==> config.mk <==
export PLATFORM = sky130hd
export DESIGN_NAME = forward_scheduler
export DESIGN_NICKNAME = d
export VERILOG_FILES = /design/src/rtl/forward_sched_pkg.sv /design/src/rtl/forward_scheduler_rr_pick.sv /design/src/rtl/forward_scheduler.sv
export SDC_FILE = /design/constraint.sdc
export NUM_CORES = 1
export LEC_CHECK = 0
export CAP_MARGIN = 20
export CELL_PAD_IN_SITES_DETAIL_PLACEMENT = 0
export CELL_PAD_IN_SITES_GLOBAL_PLACEMENT = 2
export CORE_MARGIN = 5
export CORE_UTILIZATION = 21
export CTS_BUF_LIST = sky130_fd_sc_hd__clkbuf_8
export DETAILED_ROUTE_END_ITERATION = 16
export HOLD_SLACK_MARGIN = 0.03
export PLACE_DENSITY = 0.88
export SLEW_MARGIN = 25
export SYNTH_ARGS = -nofsm -noshare
export SYNTH_HDL_FRONTEND = slang
export SYNTH_SLANG_ARGS = --single-unit
==> constraint.sdc <==
create_clock -name clk -period 3.1 [get_ports clk]
set_clock_uncertainty 0.15 [all_clocks]
set_input_delay 0.465 -clock clk [delete_from_list [all_inputs] [get_ports clk]]
set_output_delay 0.465 -clock clk [all_outputs]
set_load 0.02 [all_outputs]
==> src/rtl/forward_sched_pkg.sv <==
// ---------------------------------------------------------------------------
// forward_sched_pkg
// Shared types and helpers for the forward_scheduler slice.
//   state_e    : scheduler FSM state (IDLE, HOLD)
//   chanWidth  : index width for n requesters, never narrower than one bit
//   SEQ_WRAP   : modulus of the default-width sequence counter
// ---------------------------------------------------------------------------
package forward_sched_pkg;

    typedef enum logic {
        IDLE = 1'b0,
        HOLD = 1'b1
    } state_e;

    localparam int unsigned SEQW_DEFAULT = 8;
    // fwdSeq is an unsigned SEQW-bit counter, so it returns to 0 after this many grants.
    localparam int unsigned SEQ_WRAP     = 1 << SEQW_DEFAULT;

    // max(1, clog2(n)): a single requester still needs a one-bit index port.
    function automatic int chanWidth(input int n);
        return (n <= 1) ? 1 : $clog2(n);
    endfunction

endpackage

==> src/rtl/forward_scheduler_rr_pick.sv <==
// ---------------------------------------------------------------------------
// rr_pick
// Purely combinational circular priority picker. Returns the first set bit of
// eligible_i at or above ptr_i, wrapping around to index 0.
//   eligible_i  [N]   candidate mask
//   ptr_i       [CHW] search start index (always < N)
//   any_valid_o [1]   at least one candidate present
//   winner_o    [CHW] selected index (0 when no candidate)
// ---------------------------------------------------------------------------
module rr_pick
    import forward_sched_pkg::*;
#(
    parameter int N   = 4,
    parameter int CHW = chanWidth(N)
) (
    input  logic [N-1:0]   eligible_i,
    input  logic [CHW-1:0] ptr_i,
    output logic           any_valid_o,
    output logic [CHW-1:0] winner_o
);

    logic           hi_any;
    logic [CHW-1:0] hi_win;
    logic [CHW-1:0] lo_win;

    // Two passes: lowest candidate at/above the pointer wins; otherwise the
    // lowest candidate overall, which is the first one after wrapping.
    always_comb begin
        hi_any = 1'b0;
        hi_win = '0;
        lo_win = '0;
        for (int i = N - 1; i >= 0; i--) begin
            if (eligible_i[i]) begin
                lo_win = CHW'(i);
                if (i >= int'(ptr_i)) begin
                    hi_any = 1'b1;
                    hi_win = CHW'(i);
                end
            end
        end
    end

    assign any_valid_o = |eligible_i;
    assign winner_o    = hi_any ? hi_win : lo_win;

endmodule

==> src/rtl/forward_scheduler.sv <==
// ---------------------------------------------------------------------------
// forward_scheduler
// Round-robin scheduler sharing one strobe-less CDC forwarding channel among
// NCHAN requesters. Each granted word is held stable for HOLD_CYCLES cycles
// and tagged with channel index and a sequence number so the far side can
// detect a new word by a change of fwdSeq.
//
// Handshake: a requester raises reqValid[i] with its payload on
// reqData[i*WIDTH +: WIDTH] and holds reqValid until it sees the one-cycle
// reqAck[i] pulse. The payload is captured on the grant edge only; reqAck
// and the new fwdData/fwdChan/fwdSeq appear together one cycle later. A
// requester that drops reqValid before being granted is simply never acked.
//
// Ports:
//   clk       in   source-domain clock
//   rstN      in   asynchronous active-low reset
//   reqValid  in   [NCHAN]        per-requester request
//   reqData   in   [NCHAN*WIDTH]  per-requester payloads
//   reqAck    out  [NCHAN]        one-cycle capture acknowledge
//   fwdData   out  [WIDTH]        held payload
//   fwdChan   out  [CHW]          granted requester index
//   fwdSeq    out  [SEQW]         increments on every grant
//   fwdBusy   out  1              word is inside its hold window
//   dbgState  out  state_e        current FSM state
// ---------------------------------------------------------------------------
module forward_scheduler
    import forward_sched_pkg::*;
#(
    parameter int NCHAN       = 4,
    parameter int WIDTH       = 32,
    parameter int SEQW        = SEQW_DEFAULT,
    parameter int HOLD_CYCLES = 8,
    localparam int CHW        = chanWidth(NCHAN)
) (
    input  logic                   clk,
    input  logic                   rstN,
    input  logic [NCHAN-1:0]       reqValid,
    input  logic [NCHAN*WIDTH-1:0] reqData,
    output logic [NCHAN-1:0]       reqAck,
    output logic [WIDTH-1:0]       fwdData,
    output logic [CHW-1:0]         fwdChan,
    output logic [SEQW-1:0]        fwdSeq,
    output logic                   fwdBusy,
    output state_e                 dbgState
);

    // holdCount never exceeds HOLD_CYCLES-1, so clog2(HOLD_CYCLES) bits suffice.
    localparam int             HCW       = chanWidth(HOLD_CYCLES);
    localparam logic [HCW-1:0] HOLD_LAST = HCW'(HOLD_CYCLES - 1);

    if (HOLD_CYCLES < 2) begin : g_hold_check
        $fatal(1, "forward_scheduler: HOLD_CYCLES must be at least 2");
    end

    state_e                 state_q, state_d;
    logic [HCW-1:0]         hold_q,  hold_d;
    logic [CHW-1:0]         ptr_q,   ptr_d;
    logic [WIDTH-1:0]       data_q,  data_d;
    logic [CHW-1:0]         chan_q,  chan_d;
    logic [SEQW-1:0]        seq_q,   seq_d;
    logic [NCHAN-1:0]       ack_q,   ack_d;
    logic                   busy_q,  busy_d;

    logic [NCHAN-1:0]       eligible;
    logic                   any_valid;
    logic [CHW-1:0]         winner;
    logic                   grant;

    // A requester whose ack is on the wire this cycle has already been
    // served; masking it stops a second grant before it can drop reqValid.
    assign eligible = reqValid & ~ack_q;

    rr_pick #(
        .N   (NCHAN),
        .CHW (CHW)
    ) u_pick (
        .eligible_i  (eligible),
        .ptr_i       (ptr_q),
        .any_valid_o (any_valid),
        .winner_o    (winner)
    );

    always_ff @(posedge clk or negedge rstN) begin
        if (!rstN) begin
            state_q <= IDLE;
            hold_q  <= '0;
            ptr_q   <= '0;
            data_q  <= '0;
            chan_q  <= '0;
            seq_q   <= '0;
            ack_q   <= '0;
            busy_q  <= 1'b0;
        end else begin
            state_q <= state_d;
            hold_q  <= hold_d;
            ptr_q   <= ptr_d;
            data_q  <= data_d;
            chan_q  <= chan_d;
            seq_q   <= seq_d;
            ack_q   <= ack_d;
            busy_q  <= busy_d;
        end
    end

    always_comb begin
        state_d = state_q;
        hold_d  = hold_q;
        ptr_d   = ptr_q;
        data_d  = data_q;
        chan_d  = chan_q;
        seq_d   = seq_q;
        busy_d  = busy_q;
        ack_d   = '0;
        grant   = 1'b0;

        case (state_q)
            IDLE: grant = any_valid;
            HOLD: begin
                if (hold_q != '0) begin
                    hold_d = hold_q - 1'b1;
                end else if (any_valid) begin
                    // Back-to-back grant: spacing stays exactly HOLD_CYCLES.
                    grant = 1'b1;
                end else begin
                    state_d = IDLE;
                    busy_d  = 1'b0;
                end
            end
            default: state_d = IDLE;
        endcase

        if (grant) begin
            for (int i = 0; i < NCHAN; i++) begin
                if (winner == CHW'(i)) begin
                    data_d   = reqData[i*WIDTH +: WIDTH];
                    ack_d[i] = 1'b1;
                end
            end
            chan_d  = winner;
            seq_d   = seq_q + 1'b1;
            ptr_d   = (winner == CHW'(NCHAN - 1)) ? '0 : winner + 1'b1;
            hold_d  = HOLD_LAST;
            state_d = HOLD;
            busy_d  = 1'b1;
        end
    end

    assign reqAck   = ack_q;
    assign fwdData  = data_q;
    assign fwdChan  = chan_q;
    assign fwdSeq   = seq_q;
    assign fwdBusy  = busy_q;
    assign dbgState = state_q;

endmodule

# Word-level counts from Yosys, hierarchy flattened
# Index checks and enable logic that the tools add are counted.
dict set report classes {
  magnitude_cmp 3
  bitwise_logic 3
  reduce_logical 9
  multipliers 0
  n_div 0
  n_shift 0
  addsub 3
  eq_ne 5
  n_mux 41
}
# op n
set ops {}
lappend ops {{$mux W32} 4}
lappend ops {{$mux W2} 12}
lappend ops {{$mux W1} 20}
lappend ops {{$mux W3} 3}
lappend ops {{$add A8 B1 Y8 const B} 1}
lappend ops {{$and A4 B4 Y4} 1}
lappend ops {{$eq A2 B2 Y1 const B} 2}
lappend ops {{$ge A1 B2 Y1 const A} 2}
lappend ops {{$mux W4} 1}
lappend ops {{$not A4 Y4} 1}
lappend ops {{$reduce_and A2 Y1} 2}
lappend ops {{$reduce_bool A2 Y1} 2}
lappend ops {{$reduce_bool A4 Y1} 1}
lappend ops {{$reduce_or A4 Y1} 1}
lappend ops {{$reduce_and A3 Y1} 1}
lappend ops {{$reduce_bool A3 Y1} 1}
lappend ops {{$sub A3 B1 Y3 const B} 1}
lappend ops {{$add A2 B1 Y2 const B} 1}
lappend ops {{$eq A2 B1 Y1 const B} 1}
lappend ops {{$ge A2 B2 Y1 const A} 1}
lappend ops {{$logic_not A2 Y1} 1}
lappend ops {{$ne A2 B1 Y1 const B} 1}
lappend ops {{$ne A2 B2 Y1 const B} 1}
lappend ops {{$pmux W1 S2} 1}
lappend ops {{$not A1 Y1} 1}
dict set report totals {
  n_memories 0
  inputBits 134
  latchBits 0
  elab_cells 72
  mem_bits_rw 0
  ff_bits 53
  mem_bits_ro 0
}

# Depth between registers and ports, before layout
# Gate-level depths: netlist (run 1).
dict set report logic_depth {
  word_depth 15
  mapped_depth 13
  ltp_nobuf 11
}

# Modules after synthesis
# A second synthesis (run 1) with hierarchy kept.
dict set report unflattened {
  cells_unflattened 317
  area_unflattened_um2 3121.7
}
# mod n_inst area_per_inst_um2 seq_area_each_um2 cells_per_inst
set by_module_without_submodules {}
lappend by_module_without_submodules {forward_scheduler 1 3050.4 1326.3 306}
lappend by_module_without_submodules {rr_pick 1 71.3 0.0 11}

# Worst setup path after synthesis (run 1)
# No wires, ideal clock.
dict set report synth_path {
  path_kind {register to register}
  from {register ack_q[0], in the netlist reqAck[0]}
  to {register data_q[30], in the netlist fwdData[30]}
  path_slack_ns 0.586
  n_path_buf 2
  period_less_slack_ns 2.514
  required_ns 2.831
  setup_time_ns 0.119
  path_stages_with_launch 14
  t_arrival_ns 2.245
  path_cell_list {dfrtp_1 > and2b_1 > a21oi_1 > o21ai_0 > a21oi_1 > inv_1 > ha_1 > buf_2 > buf_4 > mux2i_1 > nor2_1 > a21oi_1 > o211ai_1 > o21a_1}
}
dict set report synth_via {
  elab_chain_cells 8
  elab_cells_between_ends 19
  cone_classes {eq/ne: 3; mux: 10; bitwise: 2; reduce/logical: 4}
}
# item line_no
set synth_rtl {}
lappend synth_rtl {{from (decl)} forward_scheduler.sv:61} ;# logic [NCHAN-1:0] ack_q, ack_d;
lappend synth_rtl {{from (signal assigned)} forward_scheduler.sv:100} ;# ack_q <= ack_d;
lappend synth_rtl {{$not A4 Y4 *} forward_scheduler.sv:71} ;# assign eligible = reqValid & ~ack_q;
lappend synth_rtl {{$and A4 B4 Y4 *} forward_scheduler.sv:71}
lappend synth_rtl {{$mux W2 or $mux W1 (tied branches)} forward_scheduler_rr_pick.sv:33} ;# if (eligible_i[i]) begin
lappend synth_rtl {{$mux W2 *} forward_scheduler_rr_pick.sv:44} ;# assign winner_o = hi_any ? hi_win : lo_win;
lappend synth_rtl {{via u_pick.winner_o[1]} forward_scheduler_rr_pick.sv:19} ;# output logic [CHW-1:0] winner_o
lappend synth_rtl {{$eq A2 B1 Y1} forward_scheduler.sv:134} ;# if (winner == CHW'(i)) begin
lappend synth_rtl {{$mux W32 (3 in a row)} forward_scheduler.sv:134}
lappend synth_rtl {{to (signal assigned)} forward_scheduler.sv:97} ;# data_q <= data_d;
lappend synth_rtl {{to (decl)} forward_scheduler.sv:58} ;# logic [WIDTH-1:0] data_q, data_d;
# Mark *: on every way through the listed nets, which the timed path passes. The rest lies on a longest branch.
# A chain may end at the register's enable or synchronous reset.

# Worst setup path after layout (run 1)
dict set report layout_path {
  from {input port reqValid[0]}
  to {register data_q[31], in the netlist fwdData[31]}
}
dict set report layout_via {
  elab_chain_cells 7
  elab_cells_between_ends 18
  cone_classes {eq/ne: 3; mux: 10; bitwise: 1; reduce/logical: 4}
}
# item line_no
set layout_rtl {}
lappend layout_rtl {{from (decl)} forward_scheduler.sv:37} ;# input logic [NCHAN-1:0] reqValid,
lappend layout_rtl {{$and A4 B4 Y4 *} forward_scheduler.sv:71}
lappend layout_rtl {{$mux W2 or $mux W1 (tied branches)} forward_scheduler_rr_pick.sv:33}
lappend layout_rtl {{$mux W2 *} forward_scheduler_rr_pick.sv:44}
lappend layout_rtl {{via u_pick.winner_o[1]} forward_scheduler_rr_pick.sv:19}
lappend layout_rtl {{$eq A2 B1 Y1} forward_scheduler.sv:134}
lappend layout_rtl {{$mux W32 (3 in a row)} forward_scheduler.sv:134}
# Marked as above.

==> flow_summary.yaml, run 1 <==
synth:
  syn_avg_cell_area_um2: 9.15
  syn-num-nets: 487
  seq_area_frac_synth_pct: 41.9
  synthArstFlopShare_pct: 100
  synth.distinct_cells: 31
  synth-edff-count: 0
  syn_inst: 346
  netlist_area_mm2: 0.00316
  ys_ff_latch: 53
  ys.flop_type: "dfrtp_1"
  yosys_warnings: 0
floorplan:
  io_pins: 182
  core_area_mm2: 0.0146
  start_util_pct: 21.6
  die_width_um: 133
  die_area_mm2: 0.0176
  die_h_um: 133
  rows: 44
run_status:
  outcome: "complete, no violations"
clock_network:
  clock-sinks: 53
  cts_tree: "done"
  cts_root_buffer: "clkbuf_8"
  cts.clk_slew.worst_paths_ns: 0.10
  numCtsBuffers: 5
  insertion_delay_ns: 0.31
  clockBufferDepth: 2
  htreeDepth: 2
  postCtsSetupRepairBufs: 0
placed_design:
  post-dp-hpwl_um: 8520
  globalplace.congestion: 0.826
  io_buffers: 181
finish:
  fin_nets: 661
  syn_to_final_growth_pct: 69.4
  regArea_mm2: 0.00133
  final_layout_size_suffix_gt1_share_pct: 5.18
  multi_input_area_mm2: 0.00167
  diodes: 0
  fillers: 1509
  final_common_cell: "clkdlybuf4s50_1"
  final_cell_mix: "180 x clkdlybuf4s50_1, 53 x dfrtp_1, 43 x nand2_1"
worst_setup_path:
  cp-start-kind: "input pin"
  worstPathCellList: "clkdlybuf4s50_1 -> and2b_1 -> a21oi_1 -> o21ai_0 -> a21oi_1 -> inv_1 -> ha_2 -> buf_12 -> mux2i_1 -> nor2_1 -> a21oi_1 -> o211ai_1 -> o21a_1"
  timing.rr.start: "reqAck[0]"
  cp_max_fo: 23
  cp_common_cell: "a21oi_1"
  critical_path_arrival_ns: 2.74
  crit_cells: 13
  r2r_cells: 12
  slowest_stage: "clkdlybuf4s50_1"
  rr_endpoint: "fwdData[31]"
  crit_start: "reqValid[0]"
  cp.required_ns: 3.16
  worst-path-buf-inv: 3
  crit_type: "input pin to flip-flop"
  r2r_slack_ns: 0.56
  crit_path_end: "fwdData[31]"
  slowest_delay_ns: 0.45
  crit_path_end_kind: "flip-flop"
  crit_family: "buffers and inverters"
drt:
  first_pass_iters: 4
  remaining_drc_errors: 0
  wl_per_cell_um: 15.1
  first_iter_violations: 84
  vias_per_cell: 4.35
  num_vias: 3065
  ant_nets: 0
  wirelength_um: 10600
global_route:
  grt_pass1_wl_um: 16800
  grt_max_degree: 66
  grt_pass1_vias: 3161
  grt.overflow.total: 0
  grt_usage_pct: 11.8
  antenna_found_initial: 0
sta:
  setup_tns_ns: 0
  fin_crit_sh_pct: 86.2
  slew_headroom_pct: 66.0
  slew_violations: 0
  rsz0062_at_grt: "no"
  worstMarginPinSlew_ns: 0.510
  min_period_ns: 2.67
  holdWs_ns: 0.319
  hold_viol: 0
  max_freq_mhz: 374
  setup_viol: 0
power_and_ir_drop:
  power_density_mw_per_mm2: 784
  max-vdd-ir-drop_uv: 343
  p_leak_nw: 2.08
run:
  max_cap_viol_count: 0
min_path:
  hold_depth: 1
  hold_class: "flip-flop to flip-flop"
==> routing by layer <==
metal,vias up,track usage (%),part of all wire [%]
met5,-,0,0
met1,1387,13.8,42
met3,13,5.05,8.9
met2,112,19.8,48
li1,1553,-,-
met4,0,3.06,1.4
==> logic make-up (layout without fill, tap and decap cells) <==
logic type               count (synthesis)  after routing  synth area share [%]
XOR/XNOR                                 7              7                  1.94
AND/OR/NAND/NOR                        103            103                  14.6
multiplexers                            34             34                  10.8
flip-flops                              53             53                  41.9
buffers and inverters                   34            209                  5.46
AO/OA/AOI/OAI                          108            108                  22.5
adder cells (fa/ha/maj)                  7              7                  2.77
==> cell usage after synthesis (5+ instances only) <==
library cell  number  area (um^2)
a21oi_1           38          190
and2_1             5         31.3
buf_2              9         45.0
clkbuf_1          11         41.3
dfrtp_1           53         1330
ha_1               7         87.6
inv_1              6         22.5
mux2i_1           33          330
nand2_1           43          161
nor2_1            38          143
o211ai_1          33          248
o21a_1            32          240
xnor2_1            7         61.3
==> stage by stage <==
stage          total power, mW  utilization [%]  instance area, um^2  worst slack (ns)  instances
2_1_floorplan             2.67                -                 3160             0.586        346
3_3_place_gp              3.74             35.7                 5230             0.126        696
3_5_place_dp              3.78             35.7                 5230             0.112        696
4_1_cts                   4.29             36.5                 5350             0.441        704
5_1_grt                   4.55             36.6                 5360             0.210        705
6_report                  4.20             36.6                 5360             0.427        705
==> worst min path at each step <==
stage | start | end | slack, ns
after global placement | hold_q[0] | hold_q[0] | 0.30
after global routing | hold_q[0] | hold_q[0] | 0.34
final | hold_q[0] | hold_q[0] | 0.32
after floorplan | rstN | dbgState | 0.02
after CTS | rstN | hold_q[2] | 0.16
after detailed placement | hold_q[0] | hold_q[0] | 0.31
==> sequential cells by signal, indices dropped and copies added (netlist names) <==
name      flops
fwdData      32
fwdSeq        8
reqAck        4
hold_q        3
fwdChan       2
ptr_q         2
dbgState      1
fwdBusy       1
==> area by class of cell <==
cell class | count | share of cell area [%]
tap | 184 | 4.30
clock inverter | 3 | 0.864
multi-input combinational | 259 | 31.2
clock buffer | 5 | 1.28
inverter | 6 | 0.420
sequential | 53 | 24.7
timing repair buffer | 195 | 37.2
==> repair_timing <==
item                                   in CTS  in global routing
hold buffers                                0                  1
resized for setup                           0                  0
endpoints found under the hold margin       0                 35
==> report_power, final <==
| group | switching, mW | internal (mW) |
|---|---|---|
| Clock | 0.247 | 0.242 |
| Sequential | 0.189 | 0.992 |
| Combinational | 1.27 | 1.26 |
| Total | 1.70 | 2.50 |
Note: power is estimated with default switching activity, not from simulation.
==> run 2: changes to the inputs <==
--- a/config.mk
+++ b/config.mk
@@ -5,6 +5,7 @@
 export SDC_FILE = /design/constraint.sdc
 export NUM_CORES = 1
 export LEC_CHECK = 0
+export ABC_CLOCK_PERIOD_IN_PS = 3100
 export CAP_MARGIN = 20
 export CELL_PAD_IN_SITES_DETAIL_PLACEMENT = 0
 export CELL_PAD_IN_SITES_GLOBAL_PLACEMENT = 2
==> results of run 2 <==
The final DEF is identical to that of run 1; final timing and power are the same.
==> run 3: changes to the inputs <==
--- a/config.mk
+++ b/config.mk
@@ -5,16 +5,16 @@
 export SDC_FILE = /design/constraint.sdc
 export NUM_CORES = 1
 export LEC_CHECK = 0
-export ABC_CLOCK_PERIOD_IN_PS = 3100
+export ABC_CLOCK_PERIOD_IN_PS = 3300
 export CAP_MARGIN = 20
-export CELL_PAD_IN_SITES_DETAIL_PLACEMENT = 0
-export CELL_PAD_IN_SITES_GLOBAL_PLACEMENT = 2
+export CELL_PAD_IN_SITES_DETAIL_PLACEMENT = 1
+export CELL_PAD_IN_SITES_GLOBAL_PLACEMENT = 1
 export CORE_MARGIN = 5
-export CORE_UTILIZATION = 21
+export CORE_UTILIZATION = 30
 export CTS_BUF_LIST = sky130_fd_sc_hd__clkbuf_8
 export DETAILED_ROUTE_END_ITERATION = 16
 export HOLD_SLACK_MARGIN = 0.03
-export PLACE_DENSITY = 0.88
+export PLACE_DENSITY = 0.95
 export SLEW_MARGIN = 25
 export SYNTH_ARGS = -nofsm -noshare
 export SYNTH_HDL_FRONTEND = slang
==> constraint.sdc (replaced) <==
create_clock -name clk -period 3.3 [get_ports clk]
set_clock_uncertainty 0.15 [all_clocks]
set_input_delay 0.495 -clock clk [delete_from_list [all_inputs] [get_ports clk]]
set_output_delay 0.495 -clock clk [all_outputs]
set_load 0.02 [all_outputs]
==> run 3 against run 2 <==
Sequential power decreased by 6%. Clock power shrank 4.9%. Worst setup slack lost 0.13 ns. Largest cell class unchanged. Design area down 2.3%. Sequential cell count did not move. Highest routed layer unchanged. Cell count down 7.4%. Register-to-register slack got worse by 0.07 ns. Power is 6.3% lower. Sequential share of layout area grew 0.57 points. Core utilization is 14 points higher. Die area fell by 28%. Wire length grew 7.7%.
==> flow_summary.yaml, run 3 (same netlist as run 1, synthesis figures left out) <==
placed_design:
  io_buffers: 181
  globalplace.congestion: 0.761
  dp.cells: 644
  post-dp-hpwl_um: 9170
finish:
  regArea_mm2: 0.00133
  fillers: 1187
  final_util_pct: 50.7
  largest_reg_flops: 32
  final_cell_mix: "180 x clkdlybuf4s50_1, 53 x dfrtp_1, 43 x nand2_1"
  final_common_cell: "clkdlybuf4s50_1"
  fin_nets: 657
  instances_no_fill: 653
  diodes: 0
  syn_to_final_growth_pct: 65.5
  multi_input_area_mm2: 0.00168
  final_layout_size_suffix_gt1_share_pct: 4.64
min_path:
  min_from: "hold_q[0]"
  hold_class: "flip-flop to flip-flop"
  hold_depth: 1
  hold_end: "hold_q[0]"
floorplan:
  rows: 37
  core_area_mm2: 0.0103
  io_pins: 182
  die_width_um: 113
  start_util_pct: 30.7
  die_area_mm2: 0.0127
  die_h_um: 113
drt:
  ant_nets: 0
  wl_per_cell_um: 17.5
  wirelength_um: 11400
  first_iter_violations: 113
  num_vias: 3262
  first_pass_iters: 4
  vias_per_cell: 5.00
  remaining_drc_errors: 0
worst_setup_path:
  crit_path_end_kind: "flip-flop"
  cp.required_ns: 3.35
  cp-start-kind: "input pin"
  critical_path_arrival_ns: 3.05
  crit_type: "input pin to flip-flop"
  timing.rr.start: "reqAck[0]"
  cp_max_fo: 33
  rr_endpoint: "fwdData[25]"
  r2r_slack_ns: 0.49
  r2r_cells: 12
power_and_ir_drop:
  p_total_mw: 3.94
  max-vdd-ir-drop_uv: 352
  power_density_mw_per_mm2: 751
  p_leak_nw: 2.05
clock_network:
  numCtsBuffers: 5
  cts.clk_slew.worst_paths_ns: 0.10
  cts_root_buffer: "clkbuf_8"
  postCtsSetupRepairBufs: 0
  clock-sinks: 53
  insertion_delay_ns: 0.30
  htreeDepth: 2
  clockBufferDepth: 2
  cts_tree: "done"
sta:
  hold_viol: 0
  setup_viol: 0
  worstMarginPinSlew_ns: 0.409
  rsz0062_at_grt: "no"
  fin_crit_sh_pct: 90.9
  max_freq_mhz: 333
  slew_headroom_pct: 72.7
  slew_violations: 0
  holdWs_ns: 0.322
  min_period_ns: 3.00
run_status:
  outcome: "complete, no violations"
global_route:
  grt_pass1_vias: 3778
  grt_pass1_wl_um: 18400
  grt_max_degree: 66
  grt_usage_pct: 17.7
  antenna_found_initial: 0
  grt.overflow.total: 0
run:
  max_cap_viol_count: 0
[run 3: critical path: stages]
cell and delay [ns]:
clkdlybuf4s50_1 0.48, nor2b_1 0.31, mux2i_1 0.13, o211ai_1 0.33
inv_1 0.12, ha_2 0.22, buf_12 0.19, mux2i_1 0.28
nor2_1 0.08, a21oi_1 0.15, o211ai_1 0.10, o21a_1 0.13
[run 3: through the flow]
| stage | TNS, ns | worst slack (ns) | cell area (um^2) |
|---|---|---|---|
| final | 0 | 0.301 | 5240 |
| after global routing | 0 | 0.0640 | 5240 |
| after CTS | 0 | 0.215 | 5230 |
| after detailed placement | -0.202 | -0.116 | 5100 |
| after global placement | 0 | 0.112 | 5100 |
| after floorplan | 0 | 0.781 | 3160 |
[run 3: layout make-up]
class / count / share of cell area, %
well taps: 136 / 3.25
inverters: 6 / 0.430
flip-flops and latches: 53 / 25.3
multi-input cells: 259 / 32.0
clock buffers: 6 / 1.58
clock inverters: 2 / 0.717
repair buffers: 191 / 36.7
[run 3: where the power goes]
part           total (mW)  internal [mW]  switching [mW]  leakage (nW)
clock network       0.465          0.247           0.218        0.0574
registers            1.11          0.932           0.180         0.624
logic                2.36           1.13            1.23          1.37
total                3.94           2.31            1.62          2.05
[run 3: worst max-delay path by stage]
stage / end / cells past startpoint / slack [ns] / from
floorplan: fwdData[30] / 12 / 0.78 / reqValid[2]
CTS: fwdData[25] / 12 / 0.22 / reqValid[2]
detailed placement: fwdData[25] / 12 / -0.12 / reqValid[2]
finish: fwdData[25] / 12 / 0.30 / reqValid[2]
global placement: fwdData[25] / 12 / 0.11 / reqValid[2]
global route: fwdData[25] / 13 / 0.06 / reqValid[0]
[run 3: what timing repair did]
action,CTS,global route
endpoints found under the setup margin,0,1
hold endpoints to repair,16,0
resized for setup,0,1
hold buffers,1,0
[run 3: per-layer routing]
layer / part of all wire, % / vias up / wire length, um / track usage [%]
met4: 2.2 / 0 / 251 / 4.49
met5: 0 / - / 0 / 0
li1: - / 1545 / - / -
met3: 6.4 / 20 / 736 / 4.60
met1: 36 / 1576 / 4150 / 18.6
met2: 55 / 121 / 6300 / 34.6
